**src/rtl/adder_pkg.sv**
```systemverilog
// Shared definitions for the shift-and-add multiplier adder.
// Holds the default operand width and a reference sum helper for benches.
package adder_pkg;

   localparam int DEFAULT_N = 4;

   // Width-agnostic reference: callers slice the low n+1 bits they need.
   function automatic logic [32:0] ref_add(input logic [31:0] a, input logic [31:0] b);
      return {1'b0, a} + {1'b0, b};
   endfunction

endpackage

```
**src/rtl/adder_full_adder.sv**
```systemverilog
// Single-bit full adder cell: (a, b, cin) -> (s, cout).
// Used as the ripple stage and, with cin tied low, as a propagate/generate cell.
module full_adder (
   input  logic a,
   input  logic b,
   input  logic cin,
   output logic s,
   output logic cout
);

   assign s    = a ^ b ^ cin;
   assign cout = (a & b) | (cin & (a ^ b));

endmodule

```
**src/rtl/adder.sv**
```systemverilog
// n-bit unsigned adder {C,Sum} = A + M with a one-cycle registered copy.
// Define ADDER_CARRY_LOOKAHEAD_EN for 4-bit lookahead groups instead of ripple carry.
module adder
   import adder_pkg::*;
#(
   parameter int n = DEFAULT_N
) (
   input  logic         clock,
   input  logic         n_reset,
   input  logic [n-1:0] A,
   input  logic [n-1:0] M,
   output logic [n-1:0] Sum,
   output logic         C,
   output logic [n-1:0] Sum_q,
   output logic         C_q
);

`ifdef ADDER_CARRY_LOOKAHEAD_EN

   localparam int NG = (n + 3) / 4;

   logic [n-1:0] p;
   logic [n-1:0] g;
   logic [n:0]   carry;

   // With cin low the cell's sum is the bit propagate and its carry the bit generate.
   for (genvar gi = 0; gi < n; gi++) begin : g_pg
      full_adder u_pg (
         .a    (A[gi]),
         .b    (M[gi]),
         .cin  (1'b0),
         .s    (p[gi]),
         .cout (g[gi])
      );
   end

   // Each carry inside a group is a flat sum-of-products of that group's g/p and
   // the group carry-in; the group carry-out then feeds the next group.
   always_comb begin
      logic acc;
      logic prod;
      acc   = 1'b0;
      prod  = 1'b0;
      carry = '0;
      for (int grp = 0; grp < NG; grp++) begin
         for (int j = 1; j <= 4; j++) begin
            if (grp * 4 + j <= n) begin
               acc = 1'b0;
               for (int m = grp * 4; m < grp * 4 + j; m++) begin
                  prod = g[m];
                  for (int k = m + 1; k < grp * 4 + j; k++) begin
                     prod = prod & p[k];
                  end
                  acc = acc | prod;
               end
               prod = carry[grp * 4];
               for (int k = grp * 4; k < grp * 4 + j; k++) begin
                  prod = prod & p[k];
               end
               carry[grp * 4 + j] = acc | prod;
            end
         end
      end
   end

   assign Sum = p ^ carry[n-1:0];
   assign C   = carry[n];

`else

   for (genvar gi = 0; gi < n; gi++) begin : g_rip
      logic cin_w;
      logic cout_w;
      if (gi == 0) begin : g_first
         assign cin_w = 1'b0;
      end else begin : g_link
         assign cin_w = g_rip[gi-1].cout_w;
      end
      full_adder u_fa (
         .a    (A[gi]),
         .b    (M[gi]),
         .cin  (cin_w),
         .s    (Sum[gi]),
         .cout (cout_w)
      );
   end

   assign C = g_rip[n-1].cout_w;

`endif

   always_ff @(posedge clock or negedge n_reset) begin
      if (!n_reset) begin
         Sum_q <= '0;
         C_q   <= 1'b0;
      end else begin
         Sum_q <= Sum;
         C_q   <= C;
      end
   end

endmodule

```
**config.mk**
```make
export PLATFORM = sky130hd
export DESIGN_NAME = adder
export DESIGN_NICKNAME = d
export VERILOG_FILES = /design/src/rtl/adder_pkg.sv /design/src/rtl/adder_full_adder.sv /design/src/rtl/adder.sv
export SDC_FILE = /design/constraint.sdc
export NUM_CORES = 1
export LEC_CHECK = 0
export ABC_AREA = 1
export BUFFER_PORTS_ARGS = -buffer_cell sky130_fd_sc_hd__buf_2
export CAP_MARGIN = 20
export CORE_AREA = 2 2 39 41
export DETAILED_ROUTE_END_ITERATION = 7
export DIE_AREA = 0 0 41 43
export SLEW_MARGIN = 25
export SYNTH_ARGS = -nofsm -noshare
export SYNTH_HDL_FRONTEND = slang
export SYNTH_SLANG_ARGS = --single-unit
```
**constraint.sdc**
```tcl
create_clock -name clock -period 2 [get_ports clock]
set_clock_uncertainty 0.15 [all_clocks]
set_input_delay 0 -clock clock [delete_from_list [all_inputs] [get_ports clock]]
set_output_delay 0 -clock clock [all_outputs]
set_load 0.1 [all_outputs]
```
# Word level (Yosys, flattened, before mapping)
# Cells that the tools add are included.
# op_classes
bitwise,17
# op_table
operator,count
$and 1x1->1,7
$xor 1x1->1,7
$or 1x1->1,3
# totals
ff_bits,5
inputBits,10
word_cells,19

# Depth between registers and ports, before layout
# logic_depth
depth_word,7
mapped_depth,7
depth_no_buf,6

# By module
# From an unflattened synthesis, not the netlist that was laid out.
# unflattened
cells_unflattened,10
area_unflattened_um2,209.0
# by_module_without_submodules
mod,n_inst,cells_per_inst,area_each_um2,seq_area_each_um2
adder,1,6,128.9,125.1
full_adder,4,1,20.0,0.0

# Least setup slack after synthesis
# No wires, ideal clock.
# synth_timing
path_type,in2reg
start,in A[0]
end,reg C_q
setup_ps,304
arrival_time_ps,1490
setup_slack_ps,55
cell_stages,6
cell_sequence,ha_1 > fa_1 > fa_1 > inv_1 > fa_1 > inv_1
# synth_between
elab_chain_cells,7
# synth_rtl
element,line,text
start: declaration,adder.sv:10,"input logic [n-1:0] A,"
$and 1x1->1 (2 in series),adder_full_adder.sv:12,assign cout = (a & b) | (cin & (a ^ b));
$or 1x1->1,adder_full_adder.sv:12,
$and 1x1->1,adder_full_adder.sv:12,
$or 1x1->1,adder_full_adder.sv:12,
$and 1x1->1,adder_full_adder.sv:12,
$or 1x1->1,adder_full_adder.sv:12,
via C,adder.sv:13,"output logic C,"
end signal: assignment,adder.sv:95,C_q <= 1'b0;
end signal: assignment,adder.sv:98,C_q <= C;
end: declaration,adder.sv:15,output logic C_q
# The timed path passes the listed nets, and every way through them passes these cells.

# Final worst setup path
# layout_timing
start,in M[2]
end,out Sum[3]
# layout_between
elab_chain_cells,4
elab_cells_between_ends,5
# layout_rtl
element,line,text
start: declaration,adder.sv:11,"input logic [n-1:0] M,"
$xor 1x1->1,adder_full_adder.sv:12,
$and 1x1->1,adder_full_adder.sv:12,
$or 1x1->1 *,adder_full_adder.sv:12,
$xor 1x1->1 *,adder_full_adder.sv:11,assign s = a ^ b ^ cin;
end: declaration,adder.sv:12,"output logic [n-1:0] Sum,"
# Mark *: on every way between the ends. The rest lies on a longest branch, timed or not.

==> impl_metrics.json <==
{
  "die_x_microns": 41,
  "grt_pass1_wl_microns": 724,
  "crit_path_top_delay_cell": "dlygate4sd3_1",
  "drt_iter0_drc": 2,
  "maxCapViolCount": 0,
  "num_rows": 14,
  "ant_nets": 0,
  "timing.critical_path.from": "M[2]",
  "cp_max_fo": 2,
  "ys_top_cells_by_area": "dfrtp_1, fa_1, buf_4",
  "avgSynthCellArea_sq_um": 13.69,
  "grt_start_max_net_pins": 6,
  "dieArea_sq_mm": 0.001763,
  "ys_seq_elements": 5,
  "vias": 190,
  "htree_levels": 1,
  "synth_mux_area_frac": 0,
  "setup_tns_ns": 0,
  "design_area_sq_um": 442.9,
  "path_cells": "dlygate4sd3_1, buf_2, fa_2, inv_2, fa_1, inv_2, buf_12",
  "critPathMostFrequentCell": "inv_2",
  "ys_top_cells_by_count": "dfrtp_1, inv_1, buf_4",
  "gp_congestion": 0.5916,
  "via_per_inst": 3.276,
  "dpl_cell_area_sq_um": 361.6,
  "yosysWarnings": 0,
  "synthSimpleGateAreaFrac": 0,
  "final_max_slew_viol_count": 0,
  "core-area_sq_mm": 0.001384,
  "synth_compound_area_frac": 0,
  "synth-main-ff-cell": "dfrtp_1",
  "fin_crit_ns": 1.903,
  "antenna_found_initial": 0,
  "grt_pass1_vias": 201,
  "rsz0062_at_grt": "false",
  "setup_viol": 0,
  "crit_type": "input pin to output pin",
  "syn_nets": 32,
  "grt.overflow.total": 0,
  "setup_slack_ns": 0.09691,
  "postSynth.asyncResetShare": 1.000,
  "post-route-util": 0.3201,
  "powerDensity_mw_per_mm2": 1264,
  "synthAdderAreaFrac": 0.2944,
  "irDropWorstVdd_mv": 0.2857,
  "required_ns": 1.85,
  "drive_above_1_share": 0.6190,
  "root_buffer": "clkbuf_4",
  "worst_setup_path_end_kind": "output pin",
  "synth_top_family_by_area": "adder cells",
  "start_util": 0.1781,
  "drc": 0,
  "place_ws_ns": 0.001327,
  "cts_sinks": 5,
  "synth-xor-area-share": 0,
  "hold_viol_final": 0,
  "fmax_mhz": 525.5,
  "status": "completed",
  "netlist_instances": 18,
  "boundaryPins": 20,
  "ys_seq_area_frac": 0.5076,
  "synth_edf_count": 0,
  "diodes": 0,
  "start_kind": "input pin",
  "multi_input_area_sq_um": 77.57,
  "syn-cell-area_sq_um": 246.5,
  "leakagePower_uw": 0.0002331,
  "hold_path.class": "input pin to flop",
  "worst_pin_slew_ns": 0.4911,
  "finalWirelength_microns": 486,
  "clk_pin_slew_ns": 0.04,
  "portBuffers": 19,
  "wire_per_inst_microns": 8.379,
  "die_h_microns": 43,
  "cts_made_buffers": 3,
  "yosysUniqueCellTypes": 5,
  "seq_area_sq_um": 125.1,
  "area_growth_pct": 79.70,
  "detail_route.first_pass.iterations": 2,
  "fin_nets": 57,
  "slowest_delay_ns": 0.53,
  "hold_ws_ns": 0.007463,
  "crit_arrival_ns": 1.75,
  "cts_tree": "done",
  "synth_top_area_frac": 0.5076,
  "period_share": 0.9515,
  "max-slew-margin-rel": 0.6749,
  "fillers": 140,
  "endpoint": "Sum[3]",
  "grt_use_total": 0.07287,
  "max-clock-path-buffers": 2,
  "synth_area_leader_cell": "dfrtp_1"
}
==> worst max-delay path: cells and delay by family <==
kind	cells	cell delay, ns
fa+ha+maj	2	0.77
buf+inv	5	0.98
==> registers in the layout (all words and copies together) (netlist names) <==
register  cells
C_q           1
Sum_q         4
==> cell families after synthesis <==
logic type	count (synthesis)
flops	5
fa+ha+maj	4
buf+inv	9
==> per-stage QoR <==
stage	instances	total power, uW
after global placement	49	434.0
after detailed placement	49	435.8
after floorplan	18	376.8
final	58	559.8
after CTS	58	565.5
after global routing	58	585.1
==> layout make-up <==
class / instances / share of cell area
multi-input combinational: 4 / 0.1751
inverter: 5 / 0.04237
clock buffer: 4 / 0.05932
sequential: 5 / 0.2825
tap: 16 / 0.04520
timing repair buffer: 24 / 0.3955
==> worst min-delay path by stage <==
| stage | start | to | slack [ns] | cells after the start |
|---|---|---|---|---|
| 3_3_place_gp | n_reset | Sum_q[2]$_DFF_PN0_ | -0.34 | 1 |
| 5_1_grt | A[2] | Sum_q[2]$_DFF_PN0_ | 0.005 | 2 |
| 6_report | A[2] | Sum_q[2]$_DFF_PN0_ | 0.007 | 2 |
| 3_5_place_dp | n_reset | Sum_q[2]$_DFF_PN0_ | -0.33 | 1 |
| 2_1_floorplan | n_reset | C_q$_DFF_PN0_ | -0.45 | 0 |
| 4_1_cts | A[2] | Sum_q[2]$_DFF_PN0_ | 0.008 | 2 |
==> power breakdown <==
group          total [uW]  internal [uW]  switching (uW)
Clock                 113           75.2            38.0
Combinational         328           71.7             257
Sequential            118            116            2.52
==> layout by cell type (no fill, tap or decap), drive strengths merged <==
master / instances
buf: 19
clkbuf: 4
dfrtp: 5
dlygate4sd3: 5
fa: 3
ha: 1
inv: 5
==> metal layers <==
layer | share of wire | track usage | up-vias
met5 | 0 | 0 | -
li1 | - | - | 95
met2 | 0.39 | 0.08125 | 20
met1 | 0.40 | 0.07261 | 75
met3 | 0.20 | 0.04712 | 0
met4 | 0 | 0.1000 | 0
==> timing repair <==
item                                   CTS  global route
setup buffers                            0             0
setup endpoints to repair                0             1
endpoints found under the hold margin    8             0
resized for setup                        0             4
hold buffers                             5             0
Note: power is estimated with default switching activity, not from simulation.
